`src/rtl/alu_pkg.sv`:
```
// Shared opcode map and FSM state encoding for the registered ALU.
// Imported by alu_mul_iter and alu_multicycle.
package alu_pkg;

    localparam logic [3:0] OP_AND = 4'b0000;
    localparam logic [3:0] OP_OR  = 4'b0001;
    localparam logic [3:0] OP_ADD = 4'b0010;
    localparam logic [3:0] OP_SUB = 4'b0110;
    localparam logic [3:0] OP_SLT = 4'b0111;
    localparam logic [3:0] OP_MUL = 4'b1000;
    localparam logic [3:0] OP_NOR = 4'b1100;

    typedef enum logic {
        ST_IDLE = 1'b0,
        ST_MUL  = 1'b1
    } state_t;

endpackage

```
`src/rtl/alu_mul_iter.sv`:
```
// Iterative shift-add unsigned multiplier, one multiplier bit per cycle.
// Ports: clk, reset, start, a, b -> done, product[2*WIDTH-1:0].
module alu_mul_iter
    import alu_pkg::*;
#(
    parameter int WIDTH = 8
) (
    input  logic                 clk,
    input  logic                 reset,
    input  logic                 start,
    input  logic [WIDTH-1:0]     a,
    input  logic [WIDTH-1:0]     b,
    output logic                 done,
    output logic [2*WIDTH-1:0]   product
);

    localparam int CW = $clog2(WIDTH);
    localparam logic [CW-1:0] LAST = CW'(WIDTH - 1);

    logic [2*WIDTH-1:0] acc;
    logic [2*WIDTH-1:0] mcand;
    logic [WIDTH-1:0]   mplier;
    logic [CW-1:0]      cnt;
    logic               busy;
    logic [2*WIDTH-1:0] acc_nxt;

    // product includes the current iteration so the final sum can be
    // registered by the parent on the same edge that retires the last bit
    always_comb begin
        acc_nxt = acc;
        if (mplier[0]) begin
            acc_nxt = acc + mcand;
        end
    end

    assign product = acc_nxt;
    assign done    = busy && (cnt == LAST);

    always_ff @(posedge clk or posedge reset) begin
        if (reset) begin
            acc    <= '0;
            mcand  <= '0;
            mplier <= '0;
            cnt    <= '0;
            busy   <= 1'b0;
        end else if (start) begin
            acc    <= '0;
            mcand  <= {{WIDTH{1'b0}}, a};
            mplier <= b;
            cnt    <= '0;
            busy   <= 1'b1;
        end else if (busy) begin
            acc    <= acc_nxt;
            mcand  <= mcand << 1;
            mplier <= mplier >> 1;
            if (cnt == LAST) begin
                cnt  <= '0;
                busy <= 1'b0;
            end else begin
                cnt <= cnt + 1'b1;
            end
        end
    end

endmodule

```
`src/rtl/alu_multicycle.sv`:
```
// Registered ALU with valid/ready input, flags and multi-cycle multiply.
// Ports: clk, reset, in_valid/in_ready, a, b, CarryIn, control -> out_valid, result, CarryOut, zero, overflow.
module alu_multicycle
    import alu_pkg::*;
#(
    parameter int WIDTH = 8
) (
    input  logic             clk,
    input  logic             reset,
    input  logic             in_valid,
    output logic             in_ready,
    input  logic [WIDTH-1:0] a,
    input  logic [WIDTH-1:0] b,
    input  logic             CarryIn,
    input  logic [3:0]       control,
    output logic             out_valid,
    output logic [WIDTH-1:0] result,
    output logic             CarryOut,
    output logic             zero,
    output logic             overflow
);

    state_t state;

    logic             accept;
    logic             mul_start;
    logic             mul_done;
    logic [2*WIDTH-1:0] mul_prod;
    logic [WIDTH-1:0] mul_lo;
    logic [WIDTH-1:0] mul_hi;

    logic [WIDTH-1:0] bx;
    logic [WIDTH:0]   sum;
    logic [WIDTH-1:0] alu_res;
    logic             alu_co;
    logic             alu_ov;
    logic             alu_z;
    logic             known;

    assign in_ready  = (state == ST_IDLE);
    assign accept    = in_valid && in_ready;
    assign mul_start = accept && (control == OP_MUL);
    assign mul_lo    = mul_prod[WIDTH-1:0];
    assign mul_hi    = mul_prod[2*WIDTH-1:WIDTH];

    alu_mul_iter #(
        .WIDTH(WIDTH)
    ) u_mul (
        .clk    (clk),
        .reset  (reset),
        .start  (mul_start),
        .a      (a),
        .b      (b),
        .done   (mul_done),
        .product(mul_prod)
    );

    // shared adder: SUB is a + ~b + CarryIn
    assign bx  = (control == OP_SUB) ? ~b : b;
    assign sum = {1'b0, a} + {1'b0, bx} + {{WIDTH{1'b0}}, CarryIn};

    always_comb begin
        alu_res = '0;
        alu_co  = 1'b0;
        alu_ov  = 1'b0;
        known   = 1'b1;
        unique case (control)
            OP_AND: alu_res = a & b;
            OP_OR:  alu_res = a | b;
            OP_NOR: alu_res = ~(a | b);
            OP_ADD, OP_SUB: begin
                alu_res = sum[WIDTH-1:0];
                alu_co  = sum[WIDTH];
                alu_ov  = (a[WIDTH-1] == bx[WIDTH-1])
                       && (sum[WIDTH-1] != a[WIDTH-1]);
            end
            OP_SLT: begin
                alu_res = {{(WIDTH-1){1'b0}},
                           ($signed(a) < $signed(b))};
            end
            default: known = 1'b0;
        endcase
        // undefined opcodes report all flags clear
        alu_z = known && (alu_res == '0);
    end

    always_ff @(posedge clk or posedge reset) begin
        if (reset) begin
            state     <= ST_IDLE;
            result    <= '0;
            CarryOut  <= 1'b0;
            zero      <= 1'b0;
            overflow  <= 1'b0;
            out_valid <= 1'b0;
        end else begin
            out_valid <= 1'b0;
            unique case (state)
                ST_IDLE: begin
                    if (accept) begin
                        if (control == OP_MUL) begin
                            state <= ST_MUL;
                        end else begin
                            result    <= alu_res;
                            CarryOut  <= alu_co;
                            overflow  <= alu_ov;
                            zero      <= alu_z;
                            out_valid <= 1'b1;
                        end
                    end
                end
                ST_MUL: begin
                    if (mul_done) begin
                        result    <= mul_lo;
                        CarryOut  <= |mul_hi;
                        overflow  <= 1'b0;
                        zero      <= (mul_lo == '0);
                        out_valid <= 1'b1;
                        state     <= ST_IDLE;
                    end
                end
                default: state <= ST_IDLE;
            endcase
        end
    end

endmodule

```
`config.mk`:
```
export PLATFORM = sky130hd
export DESIGN_NAME = alu_multicycle
export DESIGN_NICKNAME = d
export VERILOG_FILES = /design/src/rtl/alu_pkg.sv /design/src/rtl/alu_mul_iter.sv /design/src/rtl/alu_multicycle.sv
export SDC_FILE = /design/constraint.sdc
export NUM_CORES = 1
export LEC_CHECK = 0
export CAP_MARGIN = 10
export CORE_ASPECT_RATIO = 0.5
export CORE_MARGIN = 2
export CORE_UTILIZATION = 35
export CTS_BUF_LIST = sky130_fd_sc_hd__clkbuf_2 sky130_fd_sc_hd__clkbuf_4 sky130_fd_sc_hd__clkbuf_8
export DETAILED_ROUTE_END_ITERATION = 8
export GPL_ROUTABILITY_DRIVEN = 0
export PLACE_DENSITY = 0.62
export SKIP_LAST_GASP = 1
export SLEW_MARGIN = 0
export SYNTH_ARGS = -nofsm -noshare
export SYNTH_HDL_FRONTEND = slang
export SYNTH_SLANG_ARGS = --single-unit
```
`constraint.sdc`:
```
create_clock -name clk -period 3.15 [get_ports clk]
set_input_delay 0.63 -clock clk [delete_from_list [all_inputs] [get_ports clk]]
set_output_delay 0.63 -clock clk [all_outputs]
set_load 0.1 [all_outputs]
```
== Yosys cells after proc, flatten, opt, wreduce, memory -nomap -nowiden ==
Cells that the tools add are included.

* Bits of input ports: 24
* Output and inout port bits: 13
* Register bits: 57
* Word-level logic and storage cells: 88

* Bitwise gates (word level): 5
* Reduce and logical (&&, ||, !) cells: 13
* Order comparisons: 1
* $add $sub $neg: 4
* Equal/unequal tests: 12
* Mux-type cells: 42

{| class="wikitable"
|+ Operator list
! kind !! count
|-
| 16-bit two-way mux || 5
|-
| 8-bit two-way mux || 6
|-
| 8-bit case mux with 5 select lines || 1
|-
| 1-bit two-way mux || 21
|-
| 16-bit adder || 1
|-
| 8-bit logical NOT || 2
|-
| 8-bit inverter || 2
|-
| 8-bit case mux with 2 select lines || 1
|-
| 1-bit case mux with 2 select lines || 5
|-
| 8-bit by 8-bit adder with 9-bit output || 1
|-
| 9-bit by 1-bit adder with 9-bit output || 1
|-
| 3-bit two-way mux || 3
|-
| 8-bit bitwise AND || 1
|-
| 4-bit by 3-bit == test with 1-bit output, second input constant || 2
|-
| 4-bit == test, second input constant || 2
|-
| 8-bit less-than comparator || 1
|-
| 8-bit bitwise OR || 1
|-
| 8-bit OR reduction || 1
|-
| 6-bit OR reduction || 1
|-
| 1-bit logical AND || 5
|-
| 4-bit by 1-bit == test with 1-bit output, second input constant || 1
|-
| 4-bit by 2-bit == test with 1-bit output, second input constant || 1
|-
| 4-bit logical NOT || 1
|-
| 2-bit by 1-bit inequality test with 1-bit output, second input constant || 2
|-
| 9 further kinds || 9
|}

== Logic depth before layout (Yosys ltp) ==
Gate-level depths: netlist of the first run.

* Depth after elaboration: 10
* Gate-level depth with buffers: 16
* Gate-level depth less buffers: 15

== Hierarchy ==
A second synthesis of the first run with hierarchy kept.

* Cells, all modules: 537
* Area, all modules: 4732.0 um^2

{| class="wikitable"
|+ Modules (own cells, without submodules)
! module !! times used !! cells an instance !! seq. area each (um^2) !! area an instance (um^2)
|-
| alu_mul_iter || 1 || 312 || 1101.1 || 2865.2
|-
| alu_multicycle || 1 || 225 || 325.3 || 1866.8
|}

== Worst setup path after synthesis of the first run ==
No wires, ideal clock.

* Path type: input -> register
* Start: in control[1]
* End: reg zero
* Setup time: 0.082 ns
* Path buffers: 1
* Stages: 16
* Arrival: 3.881 ns
* Slack: -0.813 ns
* Required time: 3.068 ns
* Cells stage by stage: buf_4 nor2b_1 nand2_1 nor2_1 xnor2_1 fa_1 inv_1 fa_1 a21o_1 a21o_1 xor2_1 a22oi_1 or4b_1 nor4_2 o2111ai_1 a31oi_1

* Word-level cells in the longest chain between the ends: 10
* Elaborated cells between the ends (all ways): 21
* Classes of those cells: add/sub: 2; eq/ne: 7; mux: 6; reduce/logical: 6

{| class="wikitable"
|+ RTL lines
! what !! RTL line !! RTL
|-
| from (decl) || alu_multicycle.sv:15 || <nowiki>input logic [3:0] control,</nowiki>
|-
| 4-bit by 3-bit == test with 1-bit output || alu_multicycle.sv:59, alu_multicycle.sv:67 ||
|-
| 8-bit two-way mux || alu_multicycle.sv:59 || <nowiki>assign bx = (control == OP_SUB) ? ~b : b;</nowiki>
|-
| 8-bit by 8-bit adder with 9-bit output || alu_multicycle.sv:60 || <nowiki>assign sum = {1'b0, a} + {1'b0, bx} + {{WIDTH{1'b0}}, CarryIn};</nowiki>
|-
| 9-bit by 1-bit adder with 9-bit output || alu_multicycle.sv:60 ||
|-
| 8-bit case mux with 5 select lines || alu_multicycle.sv:67 || <nowiki>unique case (control)</nowiki>
|-
| 8-bit logical NOT || alu_multicycle.sv:84 || <nowiki>alu_z = known && (alu_res == '0);</nowiki>
|-
| 1-bit logical AND || alu_multicycle.sv:84 ||
|-
| 1-bit two-way mux || alu_multicycle.sv:100 || <nowiki>if (control == OP_MUL) begin</nowiki>
|-
| 1-bit two-way mux || alu_multicycle.sv:99 || <nowiki>if (accept) begin</nowiki>
|-
| 1-bit case mux with 2 select lines || alu_multicycle.sv:97 || <nowiki>unique case (state)</nowiki>
|-
| to (signal assigned) || alu_multicycle.sv:106 || <nowiki>zero <= alu_z;</nowiki>
|-
| to (signal assigned) || alu_multicycle.sv:116 || <nowiki>zero <= (mul_lo == '0);</nowiki>
|-
| to (decl) || alu_multicycle.sv:19 || <nowiki>output logic zero,</nowiki>
|}

Parallel ways exist; a longest one is shown, timed or not. The select of a mux whose other input is x is not followed.
A chain may end at the register's enable or synchronous reset.

== Worst setup path in the final report of the first run ==
* Start: in a[0]
* End: reg zero

* Word-level cells in the longest chain between the ends: 8
* Elaborated cells between the ends (all ways): 12
* Classes of those cells: add/sub: 2; order compare: 1; mux: 4; bitwise: 3; reduce/logical: 2

{| class="wikitable"
|+ RTL lines
! what !! RTL line !! RTL
|-
| from (decl) || alu_multicycle.sv:12 || <nowiki>input logic [WIDTH-1:0] a,</nowiki>
|-
| 8-bit by 8-bit adder with 9-bit output or 8-bit bitwise OR (tied branches) || alu_multicycle.sv:60, alu_multicycle.sv:69, alu_multicycle.sv:70 ||
|-
| 9-bit by 1-bit adder with 9-bit output or 8-bit inverter (tied branches) || alu_multicycle.sv:60, alu_multicycle.sv:70 ||
|-
| 8-bit case mux with 5 select lines (*) || alu_multicycle.sv:67 ||
|-
| 8-bit logical NOT (*) || alu_multicycle.sv:84 ||
|-
| 1-bit logical AND (*) || alu_multicycle.sv:84 ||
|-
| 1-bit two-way mux (*) || alu_multicycle.sv:100 ||
|-
| 1-bit two-way mux (*) || alu_multicycle.sv:99 ||
|-
| 1-bit case mux with 2 select lines (*) || alu_multicycle.sv:97 ||
|}

Every way passes the cells marked *; elsewhere a longest branch is shown, timed or not. The select of a mux whose other input is x is not followed.

==> flow_metrics.tcl, run 1 <==
set metrics [dict create \
    status "finished with violations" \
    violations "negative setup slack" \
    drv_slew 0 \
    critPathKind "input port to register" \
    antenna_found_initial 0 \
    final_nets 663 \
    critical_path_required_ns 3.42 \
    worstHoldPathCells 1 \
    min_path_type "register to register" \
    seq_area_frac_synth 0.308 \
    rr_endpoint "CarryOut" \
    place_hpwl_mm 8.87 \
    min_period_ns 3.18 \
    die_x_um 167 \
    end_kind "register" \
    tritoncts "done" \
    cts.sinks 57 \
    initial_core_util 0.362 \
    viasPerCell 5.28 \
    setup_viol_count_final 1 \
    hold_viol 0 \
    whs_ns 0.515 \
    ir_drop_mv 0.480 \
    synthCells 524 \
    critical_path.cell_chain "clkdlybuf4s50_1 > inv_1 > fa_2 > inv_1 > fa_2 > a221o_1 > or4b_4 > nor4_2 > o2111ai_1 > a31oi_1" \
    dieArea_um2 14200 \
    placement_rows 29 \
    layout_commonest_cell "buf_4" \
    final_cell_count_no_fill 765 \
    drc 0 \
    grt_start_max_net_pins 58 \
    h-tree-depth 3 \
    core_area_um2 12800 \
    diodes 0 \
    grt.overflow.total 0 \
    maxCapViolCount 0 \
    synth-warning-count 0 \
    finalClockSkew_ns 0.00539 \
    drive_gt1_frac 0.190 \
    mostFrequentLayoutCells "60 x buf_4, 56 x dfrtp_1, 49 x nor2_1" \
    syn_nets 596 \
    p_per_area_nw_per_um2 924 \
    cts_buffer_depth 2 \
    crit_arrival_ns 3.44 \
    cp_slowest_stage_delay_ns 0.54 \
    numCtsBuffers 9 \
    fin_area_um2 5640 \
    vias 4036 \
    rr_worst_depth 9 \
    critPathMaxFanout 2 \
    grt_pass1_vias 3871 \
    post-route-period-util 1.01 \
    synth_seq_cells 57 \
    drt_iter0_markers 219 \
    holdPathEnd "result[5]" \
    avgRoutedWirePerCell_um 15.5 \
    root_buffer "clkbuf_8" \
    clkTransAtPathRegs_ns 0.07 \
    dp.cells 746 \
    p_leak_nw 2.56 \
    ios 37 \
    rsz0062_at_grt "yes" \
    synth_area_um2 4630 \
    postCtsHoldBufs 0 \
    r2r-start "u_mul.mcand[5]" \
    slowest_stage "or4b_4" \
    first_pass_iters 4 \
    hp-start "result[5]" \
    placed_area_um2 5400 \
    ys_types 69 \
    ys.flop_type "dfrtp_1" \
    antenna_left 0 \
    synth_edf_count 0 \
    setup_slack_ns -0.0271 \
    grt_pass1_wl_mm 19.8 \
    relSlewSlack 0.502 \
    portBuffers 36 \
    postSynthAreaPerCell_um2 8.83 \
    area_growth_pct 22.0 \
    async_flop_share 1.00 \
    clk_latency_ns 0.35 \
    worst_setup_path_start_kind "input port" \
    worst_slew_pin_slew_ns 0.747 \
    timing.fmax_mhz 315 \
    grtUsageTotal 0.173 \
    reg2reg_slack_ns 0.21 \
    die_h_um 85.3 \
    finalSetupTns_ns -0.0271 \
    totalWireLength_mm 11.9 \
]
stage by stage:
stage / total power [mW] / utilization / worst slack, ns
global route: 5.63 / 0.442 / -0.109
floorplan: 3.80 / - / -0.367
detailed placement: 4.50 / 0.423 / -0.765
CTS: 5.22 / 0.439 / 0.00984
finish: 5.21 / 0.442 / -0.0271
global placement: 4.45 / 0.423 / -0.727
worst max-delay path: cells and delay by family:
family / cells / cell delay [ns]
adders and majority gates: 2 / 0.82
and+or+nand+nor: 2 / 0.70
buffers and inverters: 3 / 0.67
AOI/OAI and AO/OA: 3 / 0.64
report_power, final:
part           leakage, nW  switching [mW]  internal [mW]
combinational         1.75            1.96           1.22
sequential           0.702           0.287           1.06
clock               0.0998           0.307          0.374
cell usage after synthesis, drive strengths merged (2+ instances only):
| library cell | n | area [µm²] |
|---|---|---|
| a211oi | 16 | 120 |
| a21o | 14 | 105 |
| a21oi | 35 | 179 |
| a22oi | 12 | 95.1 |
| a31oi | 9 | 62.6 |
| a32o | 2 | 20.0 |
| and3 | 4 | 25.0 |
| and4 | 2 | 17.5 |
| buf | 8 | 72.6 |
| clkbuf | 20 | 76.3 |
| dfrtp | 57 | 1430 |
| fa | 3 | 60.1 |
| ha | 45 | 563 |
| inv | 27 | 101 |
| mux2 | 2 | 22.5 |
| mux2i | 38 | 384 |
| nand2 | 42 | 163 |
| nand2b | 10 | 65.1 |
| nand3 | 7 | 35.0 |
| nor2 | 52 | 200 |
| nor2b | 6 | 37.5 |
| nor3 | 11 | 55.1 |
| nor3b | 2 | 15.0 |
| nor4 | 3 | 25.0 |
| nor4b | 2 | 17.5 |
| o211ai | 4 | 30.0 |
| o21a | 2 | 15.0 |
| o21ai | 30 | 150 |
| o21bai | 2 | 15.0 |
| o22a | 3 | 27.5 |
| o22ai | 7 | 43.8 |
| o31ai | 2 | 15.0 |
| or2 | 2 | 12.5 |
| or3 | 4 | 25.0 |
| or4 | 2 | 15.0 |
| xnor2 | 17 | 149 |
| xor2 | 4 | 35.0 |
kinds of logic (layout without fill, tap and decap cells):
kind of cell	Yosys count	count (layout)	synth area share
xor gates and xnor gates	21	21	0.0398
AOI/OAI and AO/OA	147	147	0.209
buffers and inverters	55	126	0.0541
adders and majority gates	49	49	0.137
DFF	57	57	0.308
and+or+nand+nor	155	155	0.164
muxes	40	40	0.0879
flip-flops by register name, summed over array words and instances (netlist names):
register	count
u_mul.acc	16
u_mul.mcand	16
result	8
u_mul.mplier	8
u_mul.cnt	3
CarryOut	1
out_valid	1
overflow	1
state	1
u_mul.busy	1
zero	1
layer usage:
layer  share of wire  wire [µm]  track usage
met1            0.50       5920        0.233
met2            0.46       5450        0.283
met3           0.024        280       0.0275
met4           0.017        200       0.0619
met5               0          0            0
cell type report:
| class | count | area, µm² |
|---|---|---|
| Clock buffer | 11 | 139 |
| Clock inverter | 4 | 45.0 |
| Fill cell | 1277 | 7130 |
| Inverter | 27 | 101 |
| Multi-Input combinational cell | 412 | 3030 |
| Sequential cell | 57 | 1430 |
| Tap cell | 170 | 213 |
| Timing Repair Buffer | 84 | 687 |
how the worst max path moves through the flow:
stage,startpoint,to,slack (ns),cells past startpoint
final,a[0],zero,-0.03,10
after floorplan,control[1],zero,-0.37,16
after global placement,control[1],zero,-0.73,16
after global routing,control[1],zero,-0.11,16
after detailed placement,control[1],zero,-0.77,16
after CTS,b[1],result[7],0.01,12
timing repair:
item | CTS | global route
pin swaps | 6 | 6
setup buffers | 2 | 2
resized for setup | 14 | 6
setup endpoints to repair | 6 | 4
(Power assumes the default switching activity.)
==> run 2: changes to the inputs <==
--- a/config.mk
+++ b/config.mk
@@ -6,12 +6,13 @@
 export NUM_CORES = 1
 export LEC_CHECK = 0
 export CAP_MARGIN = 10
-export CORE_ASPECT_RATIO = 0.5
+export CORE_ASPECT_RATIO = 1.25
 export CORE_MARGIN = 2
 export CORE_UTILIZATION = 35
 export CTS_BUF_LIST = sky130_fd_sc_hd__clkbuf_2 sky130_fd_sc_hd__clkbuf_4 sky130_fd_sc_hd__clkbuf_8
 export DETAILED_ROUTE_END_ITERATION = 8
 export GPL_ROUTABILITY_DRIVEN = 0
+export HOLD_SLACK_MARGIN = 0.08
 export PLACE_DENSITY = 0.62
 export SKIP_LAST_GASP = 1
 export SLEW_MARGIN = 0
==> run 2 against run 1 <==
The run now ends clean. Setup slack improved by 0.087 ns. Register-to-register slack improved by 0.09 ns. First-iteration DRC count increased by 4.1%. Power increased by 3.0%. Sequential share of layout area shrank 0.22 points. Cell count stayed put. Core utilization is 0.36 points higher. Critical path depth grew 3. Clock power rose by 15%. Die area down 0.35%. Combinational power increased by 2%. Clock-buffer cell count decreased by 1. Critical path type unchanged.
==> flow_metrics.tcl, run 2 (synthesis gave the netlist of run 1 again) <==
set metrics [dict create \
    finalClockSkew_ns 0.00927 \
    worst_setup_path_start_kind "input port" \
    whs_ns 0.530 \
    status "finished clean" \
    ios 37 \
    maxCapViolCount 0 \
    avgRoutedWirePerCell_um 15.9 \
    final_cell_count_no_fill 765 \
    tritoncts "done" \
    critPathMaxFanout 2 \
    die_h_um 133 \
    critPathKind "input port to register" \
    min_path_type "register to register" \
    placement_rows 46 \
    post-route-period-util 0.981 \
    die_x_um 107 \
    n_fill_cell 1319 \
    drt_iter0_markers 228 \
    grt_pass1_vias 4191 \
    p_leak_nw 2.57 \
    crit_buf_inv 2 \
    critical_path_required_ns 3.42 \
    slowest_stage "or4b_4" \
    rsz0062_at_grt "yes" \
    h-tree-depth 3 \
    path_delay_family "simple AND/OR/NAND/NOR gates" \
    grt.overflow.total 0 \
    drive_gt1_frac 0.191 \
    cts.sinks 57 \
    root_buffer "clkbuf_8" \
    setup_viol_count_final 0 \
    finalPower_mw 5.37 \
    postCtsHoldBufs 0 \
    pre_cts_ws_ns -0.773 \
    critical_path.cell_chain "buf_6 > nor2b_4 > nand2_2 > nor2_4 > xnor2_2 > fa_2 > inv_2 > fa_2 > a221o_1 > or4b_4 > nor4_2 > o2111ai_1 > a31oi_1" \
    antenna_found_initial 0 \
    diodes 0 \
    setup_slack_ns 0.0596 \
    final_nets 664 \
    grt_start_max_net_pins 62 \
    relSlewSlack 0.534 \
    timing.fmax_mhz 324 \
    p_per_area_nw_per_um2 944 \
    viasPerCell 5.33 \
    clk_latency_ns 0.35 \
    finalSetupTns_ns 0 \
    dieArea_um2 14200 \
    dp.cells 747 \
    min_period_ns 3.09 \
    worst_slew_pin_slew_ns 0.699 \
    portBuffers 36 \
    placed_area_um2 5420 \
    layout_commonest_cell "buf_4" \
    grt_pass1_wl_mm 20.3 \
    crit_path_frequent_cell "fa_2" \
    clkTransAtPathRegs_ns 0.07 \
    cts_buffer_depth 2 \
    antenna_left 0 \
    crit_arrival_ns 3.36 \
    reg_top3 "u_mul.acc: 16 flops, u_mul.mcand: 16 flops" \
    area_growth_pct 23.0 \
    initial_core_util 0.362 \
    mostFrequentLayoutCells "60 x buf_4, 56 x dfrtp_1, 49 x nor2_1" \
    numCtsBuffers 9 \
    final_util 0.445 \
    ir_drop_mv 0.417 \
    core_area_um2 12800 \
    grtUsageTotal 0.179 \
    cp_slowest_stage_delay_ns 0.53 \
    end_kind "register" \
    hold_viol 0 \
    totalWireLength_mm 12.1 \
    vias 4075 \
    place_hpwl_mm 9.33 \
    drv_slew 0 \
    drc 0 \
    fin_area_um2 5690 \
    first_pass_iters 7 \
]
[run 2: cell types whose count changed in the layout (fill, tap and decap cells not counted), sizes merged]
cell           before  now
clkbuf             11   10
bufinv              1    2
clkinvlp            0    3
clkinv              3    1
clkdlybuf4s15       0    1
buf                63   64
clkdlybuf4s50      18   17
[run 2: worst paths after layout]
kind	start	to	slack, ns	depth (start not counted)
max	control[3]	zero	0.06	13
min	result[2]	result[2]	0.53	2
max reg2reg	u_mul.acc[5]	CarryOut	0.30	9
min reg2reg	result[2]	result[2]	0.53	2
max in group asynchronous	reset	u_mul.acc[9]	1.84	3
min in group asynchronous	reset	CarryOut	0.66	2
[run 2: timing repair]
| item | CTS | global route |
|---|---|---|
| pin swaps | 12 | 14 |
| endpoints found under the setup margin | 5 | 4 |
| buffers inserted | 2 | 0 |
| resized for setup | 17 | 7 |
| gates cloned | 0 | 0 |
[run 2: per-layer routing]
metal	global-route usage	vias up	wire length [µm]
li1	-	2021	-
met1	0.213	1931	5100
met2	0.315	93	6170
met3	0.0355	30	455
met4	0.0671	0	422
met5	0	-	0
[run 2: power by group]
part           total [mW]  switching, mW  internal, mW  leakage (nW)
logic                3.25           2.02          1.23          1.76
clock network       0.785          0.317         0.467         0.105
registers            1.33          0.275          1.06         0.702
total                5.37           2.61          2.76          2.57
[run 2: cell type report]
cell class | instances | area (µm²) | share of cell area
Inverter | 27 | 101 | 0.0178
Sequential cell | 57 | 1430 | 0.251
Clock inverter | 6 | 91.3 | 0.0160
Clock buffer | 10 | 138 | 0.0242
Tap cell | 168 | 210 | 0.0369
Multi-Input combinational cell | 412 | 3010 | 0.529
Timing Repair Buffer | 85 | 711 | 0.125
[run 2: worst register-to-register path: cells and delay by family (launching register included)]
family	cells	cell delay (ns)
fa+ha+maj	1	0.41
compound gates	6	1.31
simple gates	2	0.56
flops	1	0.44
